File: src/rtl/fft16_frame_seq.sv
// rtl/fft16_frame_seq.sv - frame sequencer between valid/ready sample streams and a 16-point streaming FFT core
// Input bank fills while the output bank drains; one START + continuous ED burst per frame.
module fft16_frame_seq #(
  parameter int NB          = 32,
  parameter int CAP_OFS     = 0,
  parameter int RDY_TIMEOUT = 64
) (
  input  logic          CLK,
  input  logic          RSTN,
  input  logic          IN_VALID,
  output logic          IN_READY,
  input  logic [NB-1:0] IN_RE,
  input  logic [NB-1:0] IN_IM,
  input  logic          IN_IFFT,
  output logic          FFT_ED,
  output logic          FFT_START,
  output logic          FFT_IFFT,
  output logic [NB-1:0] FFT_DIR,
  output logic [NB-1:0] FFT_DII,
  input  logic          FFT_RDY,
  input  logic [NB+3:0] FFT_DOR,
  input  logic [NB+3:0] FFT_DOI,
  output logic          OUT_VALID,
  input  logic          OUT_READY,
  output logic [NB+3:0] OUT_RE,
  output logic [NB+3:0] OUT_IM,
  output logic [3:0]    OUT_IDX,
  output logic          OUT_LAST,
  output logic          OUT_IFFT,
  output logic          ERR
);

  localparam int OB = NB + 4;
  localparam int OW = (CAP_OFS < 2) ? 1 : $clog2(CAP_OFS + 1);
  localparam int TW = $clog2(RDY_TIMEOUT + 1);

  typedef enum logic [1:0] {S_IDLE, S_START, S_RUN} state_t;

  state_t        state;
  logic [NB-1:0] in_re_mem  [16];
  logic [NB-1:0] in_im_mem  [16];
  logic [OB-1:0] out_re_mem [16];
  logic [OB-1:0] out_im_mem [16];
  logic [3:0]    wr_ptr;
  logic [3:0]    rd_ptr;
  logic [3:0]    cap_idx;
  logic [4:0]    feed_cnt;
  logic [TW-1:0] tmo_cnt;
  logic [OW-1:0] ofs_cnt;
  logic          armed;
  logic          in_full;
  logic          in_full_nxt;
  logic          in_ready;
  logic          in_mode;
  logic          out_full;
  logic          out_mode;
  logic          in_hs;
  logic          out_hs;
  logic          rdy_first;
  logic          cap_now;
  logic          feed_last;
  logic          timeout;

  assign in_hs  = IN_VALID & in_ready;
  assign out_hs = out_full & OUT_READY;

  // With CAP_OFS==0 the RDY cycle itself carries bin 0, so capture starts before armed is set.
  always_comb begin
    rdy_first   = (state == S_RUN) && !armed && FFT_RDY;
    cap_now     = (state == S_RUN) &&
                  ((armed && (ofs_cnt == OW'(CAP_OFS))) || (rdy_first && (CAP_OFS == 0)));
    feed_last   = (state == S_RUN) && (feed_cnt == 5'd15);
    timeout     = (state == S_RUN) && !armed && !FFT_RDY && (tmo_cnt == TW'(RDY_TIMEOUT - 1));
    in_full_nxt = in_full;
    if (in_hs && (wr_ptr == 4'd15)) in_full_nxt = 1'b1;
    if (feed_last || timeout)       in_full_nxt = 1'b0;
  end

  always_ff @(posedge CLK or negedge RSTN) begin
    if (!RSTN) begin
      state     <= S_IDLE;
      wr_ptr    <= '0;
      rd_ptr    <= '0;
      cap_idx   <= '0;
      feed_cnt  <= '0;
      tmo_cnt   <= '0;
      ofs_cnt   <= '0;
      armed     <= 1'b0;
      in_full   <= 1'b0;
      in_ready  <= 1'b0;
      in_mode   <= 1'b0;
      out_full  <= 1'b0;
      out_mode  <= 1'b0;
      FFT_ED    <= 1'b0;
      FFT_START <= 1'b0;
      FFT_IFFT  <= 1'b0;
      FFT_DIR   <= '0;
      FFT_DII   <= '0;
      ERR       <= 1'b0;
    end else begin
      in_full   <= in_full_nxt;
      in_ready  <= ~in_full_nxt;
      FFT_START <= 1'b0;
      if (in_hs) begin
        wr_ptr <= wr_ptr + 4'd1;
        if (wr_ptr == 4'd0) in_mode <= IN_IFFT;
      end
      if (out_hs) begin
        rd_ptr <= rd_ptr + 4'd1;
        if (rd_ptr == 4'd15) out_full <= 1'b0;
      end
      case (state)
        S_IDLE: begin
          if (in_full && !out_full) begin
            state     <= S_START;
            FFT_START <= 1'b1;
            FFT_IFFT  <= in_mode;
            feed_cnt  <= '0;
            tmo_cnt   <= '0;
            ofs_cnt   <= '0;
            cap_idx   <= '0;
            armed     <= 1'b0;
          end
        end
        S_START: begin
          state   <= S_RUN;
          FFT_ED  <= 1'b1;
          FFT_DIR <= in_re_mem[0];
          FFT_DII <= in_im_mem[0];
        end
        S_RUN: begin
          // FFT_DIR/DII are registered one cycle ahead of the sample index they carry.
          if (feed_cnt != 5'd16) feed_cnt <= feed_cnt + 5'd1;
          if (feed_cnt < 5'd15) begin
            FFT_DIR <= in_re_mem[feed_cnt[3:0] + 4'd1];
            FFT_DII <= in_im_mem[feed_cnt[3:0] + 4'd1];
          end else begin
            FFT_DIR <= '0;
            FFT_DII <= '0;
          end
          if (!armed) begin
            tmo_cnt <= tmo_cnt + TW'(1);
            if (FFT_RDY) begin
              armed   <= 1'b1;
              ofs_cnt <= (CAP_OFS == 0) ? OW'(0) : OW'(1);
            end
          end else if (ofs_cnt != OW'(CAP_OFS)) begin
            ofs_cnt <= ofs_cnt + OW'(1);
          end
          if (cap_now) begin
            cap_idx <= cap_idx + 4'd1;
            if (cap_idx == 4'd15) begin
              out_full <= 1'b1;
              out_mode <= FFT_IFFT;
            end
          end
          if (timeout) ERR <= 1'b1;
          if ((cap_now && (cap_idx == 4'd15)) || timeout) begin
            state   <= S_IDLE;
            FFT_ED  <= 1'b0;
            FFT_DIR <= '0;
            FFT_DII <= '0;
          end
        end
        default: state <= S_IDLE;
      endcase
    end
  end

  always_ff @(posedge CLK) begin
    if (in_hs) begin
      in_re_mem[wr_ptr] <= IN_RE;
      in_im_mem[wr_ptr] <= IN_IM;
    end
    if (cap_now) begin
      out_re_mem[cap_idx] <= FFT_DOR;
      out_im_mem[cap_idx] <= FFT_DOI;
    end
  end

  assign IN_READY  = in_ready;
  assign OUT_VALID = out_full;
  assign OUT_RE    = out_full ? out_re_mem[rd_ptr] : '0;
  assign OUT_IM    = out_full ? out_im_mem[rd_ptr] : '0;
  assign OUT_IDX   = rd_ptr;
  assign OUT_LAST  = out_full && (rd_ptr == 4'd15);
  assign OUT_IFFT  = out_full && out_mode;

endmodule

File: config.mk
export PLATFORM = sky130hd
export DESIGN_NAME = fft16_frame_seq
export DESIGN_NICKNAME = d
export VERILOG_FILES = /design/src/rtl/fft16_frame_seq.sv
export SDC_FILE = /design/constraint.sdc
export NUM_CORES = 2
export LEC_CHECK = 0
export ABC_AREA = 1
export BUFFER_PORTS_ARGS = -buffer_cell sky130_fd_sc_hd__buf_4
export CORE_MARGIN = 2
export CORE_UTILIZATION = 45
export DETAILED_ROUTE_END_ITERATION = 8
export GPL_TIMING_DRIVEN = 1
export PLACE_DENSITY = 0.68
export SYNTH_ARGS = -nofsm -noshare
export SYNTH_HDL_FRONTEND = slang
export SYNTH_SLANG_ARGS = --single-unit
File: constraint.sdc
create_clock -name CLK -period 12.5 [get_ports CLK]
set_clock_uncertainty 0.15 [all_clocks]
set_input_delay 0.625 -clock CLK [delete_from_list [all_inputs] [get_ports CLK]]
set_output_delay 0.625 -clock CLK [all_outputs]
set_load 0.005 [all_outputs]
# Word level (Yosys, flattened, before mapping)

Memory sizes are Yosys's and may differ from the RTL's.
Cells that the tools add are included.

Bitwise operators: 4
Reduce and logical (&&, ||, !) cells: 33
Equality and inequality tests: 14
Order comparisons: 1
Muxes and demuxes: 43
Add/subtract/negate cells: 7

Operators with widths:

| cell                  | count |
|---|---|
| $mux W32              | 4 |
| $pmux W32 S2          | 2 |
| $mux W36              | 2 |
| $mux W1               | 20 |
| $add A4 B1 Y4 const B | 4 |
| $reduce_and A3 Y1     | 5 |
| $mux W7               | 2 |
| $pmux W7 S2           | 1 |
| $eq A4 B4 Y1 const B  | 3 |
| $logic_and A1 B1 Y1   | 12 |
| $reduce_and A2 Y1     | 6 |
| $mux W5               | 2 |
| $pmux W5 S2           | 1 |
| $mux W4               | 2 |
| $pmux W4 S2           | 1 |
| $add A7 B1 Y7 const B | 1 |
| $eq A7 B6 Y1 const B  | 1 |
| $ne A2 B2 Y1 const B  | 3 |
| $pmux W1 S2           | 3 |
| $pmux W2 S3           | 1 |
| $add A5 B1 Y5 const B | 1 |
| $eq A5 B4 Y1 const B  | 1 |
| $lt A5 B4 Y1 const B  | 1 |
| $ne A5 B5 Y1 const B  | 1 |
| other kinds (13)      | 22 |

Register bits after elaboration: 101
Word-level logic and storage cells: 125
Output and inout bits: 148
RAM bits: 2176
Input bits: 142
Memories kept: 4

Memories:

| memory     | depth | width | read ports | clocked after Yosys merged registers in | wr ports | RTL line | source |
|---|---|---|---|---|---|---|---|
| out_im_mem | 16    | 36    | 1          | 0                                       | 1        | 43       | `logic [OB-1:0] out_im_mem [16];` |
| out_re_mem | 16    | 36    | 1          | 0                                       | 1        | 42       | `logic [OB-1:0] out_re_mem [16];` |
| in_im_mem  | 16    | 32    | 2          | 0                                       | 1        | 41       | `logic [NB-1:0] in_im_mem [16];` |
| in_re_mem  | 16    | 32    | 2          | 0                                       | 1        | 40       | `logic [NB-1:0] in_re_mem [16];` |

# Depth between registers and ports, before layout

Depth after elaboration: 9
Depth in mapped cells: 15
Gate-level depth less buffers: 10

# Worst setup path before layout

No wires, ideal clock.

Path type: register -> register
Start point: register state[0]
End point: memory out_im_mem[11][0] (netlist bit), enable pin
Slack: 7.663 ns
Required time: 11.848 ns
Buffers on the path: 1
Data arrival time: 4.185 ns
Clock period less this slack: 4.837 ns
Stages on the path, launching flop included: 8
Path through: dfrtp_1 inv_1 ha_1 inv_2 clkbuf_1 nor3_1 inv_1 nor2_1

Word-level cells in the longest chain between the ends: 7

Ends and longest elaborated chain:

| what                              | RTL line | source |
|---|---|---|
| from (decl)                       | 39       | `state_t state;` |
| from (signal assigned)            | 81       | `state <= S_IDLE;` |
| from (signal assigned)            | 115      | `state <= S_START;` |
| from (signal assigned)            | 126      | `state <= S_RUN;` |
| $eq A2 B2 Y1 *                    | 69, 70   |  |
| $logic_and A1 B1 Y1 (2 in series) | 69       | `rdy_first = (state == S_RUN) && !armed && FFT_RDY;` |
| $logic_or A1 B1 Y1                | 71       | `((armed && (ofs_cnt == OW'(CAP_OFS))) \|\| (rdy_first && (CAP_OFS == 0)));` |
| $logic_and A1 B1 Y1 *             | 70       | `cap_now = (state == S_RUN) &&` |
| $mux W1 *                         | 175      | `if (cap_now) begin` |
| $mux W1 (not written as such) *   | 177      | `out_im_mem[cap_idx] <= FFT_DOI;` |
| to (decl)                         | 43       |  |

Mark *: on every way between the ends. The rest lies on a longest branch, timed or not.

# Final worst setup path

Start point: register rd_ptr[0] (netlist: OUT_IDX[0])
End point: output OUT_IM[23]

Word-level cells in the longest chain between the ends: 2

Ends and longest elaborated chain:

| what                   | RTL line | source |
|---|---|---|
| from (decl)            | 45       | `logic [3:0] rd_ptr;` |
| from (signal assigned) | 109      | `rd_ptr <= rd_ptr + 4'd1;` |
| $mem_v2 Z16 W36        | n/a      |  |
| $mux W36               | 184      | `assign OUT_IM = out_full ? out_im_mem[rd_ptr] : '0;` |
| to (decl)              | 26       | `output logic [NB+3:0] OUT_IM,` |

Every way passes these cells.

==> results by stage <==
Synth:
- The post-synthesis instance total is 8100.
- Of the post-synthesis cell area, the dominant cell type holds 0.700.
- By area the synthesized netlist is led by edfxtp_1 (70%), nand2_1 (6.6%), nand3_1 (4.5%).
- The synthesized netlist contains 30 unique library cells.
- The post-synthesis area per instance is ~12 µm².
- Synthesis produced a netlist with a net count of just over 8000.
- The share of synthesized area occupied by flip-flops and latches is 0.727.
- After synthesis the cells add up to a little over 90000 µm².
- The library cell occupying the most area in the post-synthesis netlist is edfxtp_1.
- The number of storage elements in the synthesis netlist is approximately 2300.
- During synthesis, Yosys emitted a total of 0 warnings.

Worst setup path:
- The worst setup path is captured at an output pin.
- For this design, the slowest cell found on the critical path is buf_4.
- The critical path required time is between 10000 and 15000 ps.
- The most common cell type on the critical path is buf_4.
- The biggest cell delay along the critical path is between 1000 and 1500 ps.
- Walking the worst path, the cells encountered are buf_4 -> buf_4 -> nor2_1 -> nor2_1 -> o21ai_0 -> o211ai_1 -> nand3_1 -> a21oi_1 -> buf_4.
- Along the worst path, the maximum fanout reaches approximately 120.
- The data arrival time of the critical path is between 5000 and 6000 ps.
- The count of buffer and inverter cells on the critical path is 3.
- The class of the most critical setup path is reg -> out.
- The sort of element at the start of the critical path is a flop.
- The gate family responsible for the most delay along the worst path is buffers and inverters.

Detailed routing:
- In the routed layout, each cell is associated on average with a via count of between 5 and 6.
- The first routing iteration left slightly below 7000 violations.
- The first-pass detailed-route iteration total is 8.
- After detailed routing, the average wire length per cell comes to around 22 µm.
- The detailed-route wire length is about 250000 µm.
- In the routed design, unresolved DRC markers number 0.
- The via count is between 60000 and 70000.
- The count of nets left with antenna violations once routing finished came out at 0.

Power and ir drop:
- Cell internal power was estimated by the tool at between 10 and 15 mW.
- The power share of the clock group is 0.297.
- The net switching power is 7.61 mW.
- For this design the static power due to leakage is between 30 and 40 nW.
- Of the total power, combinational logic draws 0.285.
- For this design the ratio of total power to cell area is roughly 210 nW/µm².
- The power after layout is between 20 and 25 mW.
- Of the total power, the share spent switching nets is 0.345.
- Of the total power, registers draw 0.418.
- The worst vdd rail ir drop is about 0.19 mV.

Floorplan:
- The region available for standard cell placement spans ~210000 µm².
- The die is between 400 and 500 µm wide.
- Pin placement for this block handled between 200 and 300 I/O pins.
- The total die area is about 210000 µm².
- The site row count is roughly 170.
- The die is between 400 and 500 µm tall.
- For this configuration, the core starts out at a cell density of 0.451.

Timing:
- Setup repair after global routing left no endpoint under its margin.
- The count of endpoints failing setup in the final report is 0.
- Derived from the worst setup path, the maximum achievable clock frequency is 163 MHz.
- The number of slew-limit violations in the final report is 0.
- Summed over all failing endpoints, the final setup total negative slack is 0 ps.
- At the pin with the least slew margin, the transition time is 1250 ps.
- The max-slew headroom at the worst pin is 0.166.
- The share of the clock period used by the worst path is 0.490.
- The count of final hold-check violations is 0.
- The worst path in the final design needs a cycle of between 6000 and 7000 ps, including I/O delays and setup.

Placed design:
- At the end of routability-driven placement, the weighted congestion stood at a little under 0.8.
- Summed over all nets, the half-perimeter wirelength after detailed placement is about 120000 µm.
- The number of buffers added on ports is between 200 and 300.
- After detailed placement, the design holds a cell count of 10700.

Final layout:
- The footprint of the flip-flops and latches is 67900 µm².
- Once layout is complete, the utilization of the core stands at 0.515.
- The layout net count is 8532.
- The fraction of layout instances using a drive strength above 1 is 0.0869.
- The multi-input logic area is 20400 µm².
- Compared with the post-synthesis result, the final layout area differs by 14.1%.
- The number of fillers in the final layout is around 17000.
- The finished layout holds between 10000 and 15000 standard cells, fillers aside.

Global routing:
- The overall overflow remaining after global route is 0.
- Entering global routing, the biggest net connects 239 pins.
- In the global route stage, overall resource usage came out at 0.234.
- The initial antenna violation count is 32.
- The global-route wire length before repair is around 370000 µm.
- The via count of the first global-routing pass is around 60000.

CTS:
- The register clock-pin slew on the reported worst setup and hold paths is 60 ps.
- The post-cts hold buffer count is 140.
- For this design, the sink count on the clock tree is about 2300.
- The TritonCTS clock tree is done.
- TritonCTS created 221 clock buffers.
- Clock latency on the worst-skew pair, taken at its later pin, is 870 ps.
- In this run the number of H-tree levels came out at 4.
- The buffers inserted during post-CTS setup optimization is 0.
- The clock passes through at most 3 buffers.
- The tree is rooted in a clkbuf_16.
- The post-CTS resize count is 0.

Hold path:
- In this run the worst hold path is classified as in -> reg.

Outcome:
- The flow ran to the end, and the final reports show no timing, DRC or antenna violations.

Flow run:
- The count of max-cap constraint violations is 0.
[registers in the layout, summed over array words and instances, names as in the netlist, 5 cells and up]
name        flops
FFT_DII        32
FFT_DIR        32
feed_cnt        5
in_im_mem     512
in_re_mem     512
out_im_mem    576
out_re_mem    576
tmo_cnt         7
[area by class of cell]
class / count / share of cell area
multi-input cells: 4482 / 0.191
flip-flops and latches: 2276 / 0.638
repair buffers: 528 / 0.0412
clock buffers: 306 / 0.0567
clock inverters: 103 / 0.0103
well taps: 2704 / 0.0318
inverters: 864 / 0.0308
diodes: 15 / 0.000353
[routing by layer]
metal	part of all wire	GRT usage
met1	0.39	0.302
met2	0.49	0.395
met3	0.080	0.0367
met4	0.038	0.0938
met5	0.00086	0
[synthesized netlist by cell type (all sizes together)]
master	count
buf	233
nor2	847
nor3	7
nand3	834
nand4	5
and3	1
nor4	1
o22ai	147
nand2	1639
clkbuf	245
o211ai	151
o21ai	611
ha	17
o31ai	2
edfxtp	2176
xor2	8
a21oi	207
xnor2	3
inv	864
dfrtp	100
or2	2
[cells in the final DEF (no fill, tap or decap), types with 151 or more instances in the layout]
master / instances
clkbuf_16: 223
a21oi_1: 207
nand2_1: 1638
o211ai_1: 151
edfxtp_1: 2176
inv_1: 852
nor2_1: 814
buf_4: 382
o21ai_0: 545
nand3_1: 834
[cell families after synthesis]
family	Yosys count	share of synthesized area
simple gates	3336	0.146
flops	2276	0.727
buf+inv	1342	0.0577
compound gates	1118	0.0660
fa+ha+maj	17	0.00228
xor+xnor	11	0.00103
[power by group through the flow]
stage          Combinational, mW  Clock, mW  Sequential (mW)
2_1_floorplan               4.23          0             9.23
3_3_place_gp                6.05          0             9.36
3_5_place_dp                6.17          0             9.37
4_1_cts                     6.26       6.63             9.22
5_1_grt                     6.91       6.93             9.25
6_report                    6.29       6.55             9.21
[worst register-to-register path, cell delays in order, from the launching register on]
cell     delay [ps]
dfrtp_4         510
inv_8           450
ha_4            560
inv_8           690
buf_4           960
buf_4           890
nand3_1         220
nand3_1         120
nand3_1          90
nand2_1         100
nand2_1          60
a21oi_1         170
[final timing paths]
check | from | end | slack, ps | depth (start not counted)
setup reg to reg | feed_cnt[0] | FFT_DIR[19] | 7390 | 11
max in group asynchronous | RSTN | OUT_IDX[2] | 10390 | 3
hold / removal | FFT_RDY | ERR | 150 | 4
setup / recovery | OUT_IDX[0] | OUT_IM[23] | 6380 | 9
hold reg to reg | FFT_ED | FFT_ED | 330 | 2
min in group asynchronous | RSTN | wr_ptr[2] | 220 | 2
[per-stage QoR]
stage                     area (µm²)  worst slack (ps)  hold WS [ps]
final                         106000              6380           149
after global routing          106000              6090           158
after CTS                     106000              6380           136
after detailed placement       97900              7370           324
after global placement         97900              7410           316
after floorplan                93300              7660           179
No activity file was read; power rests on OpenSTA's default activity.
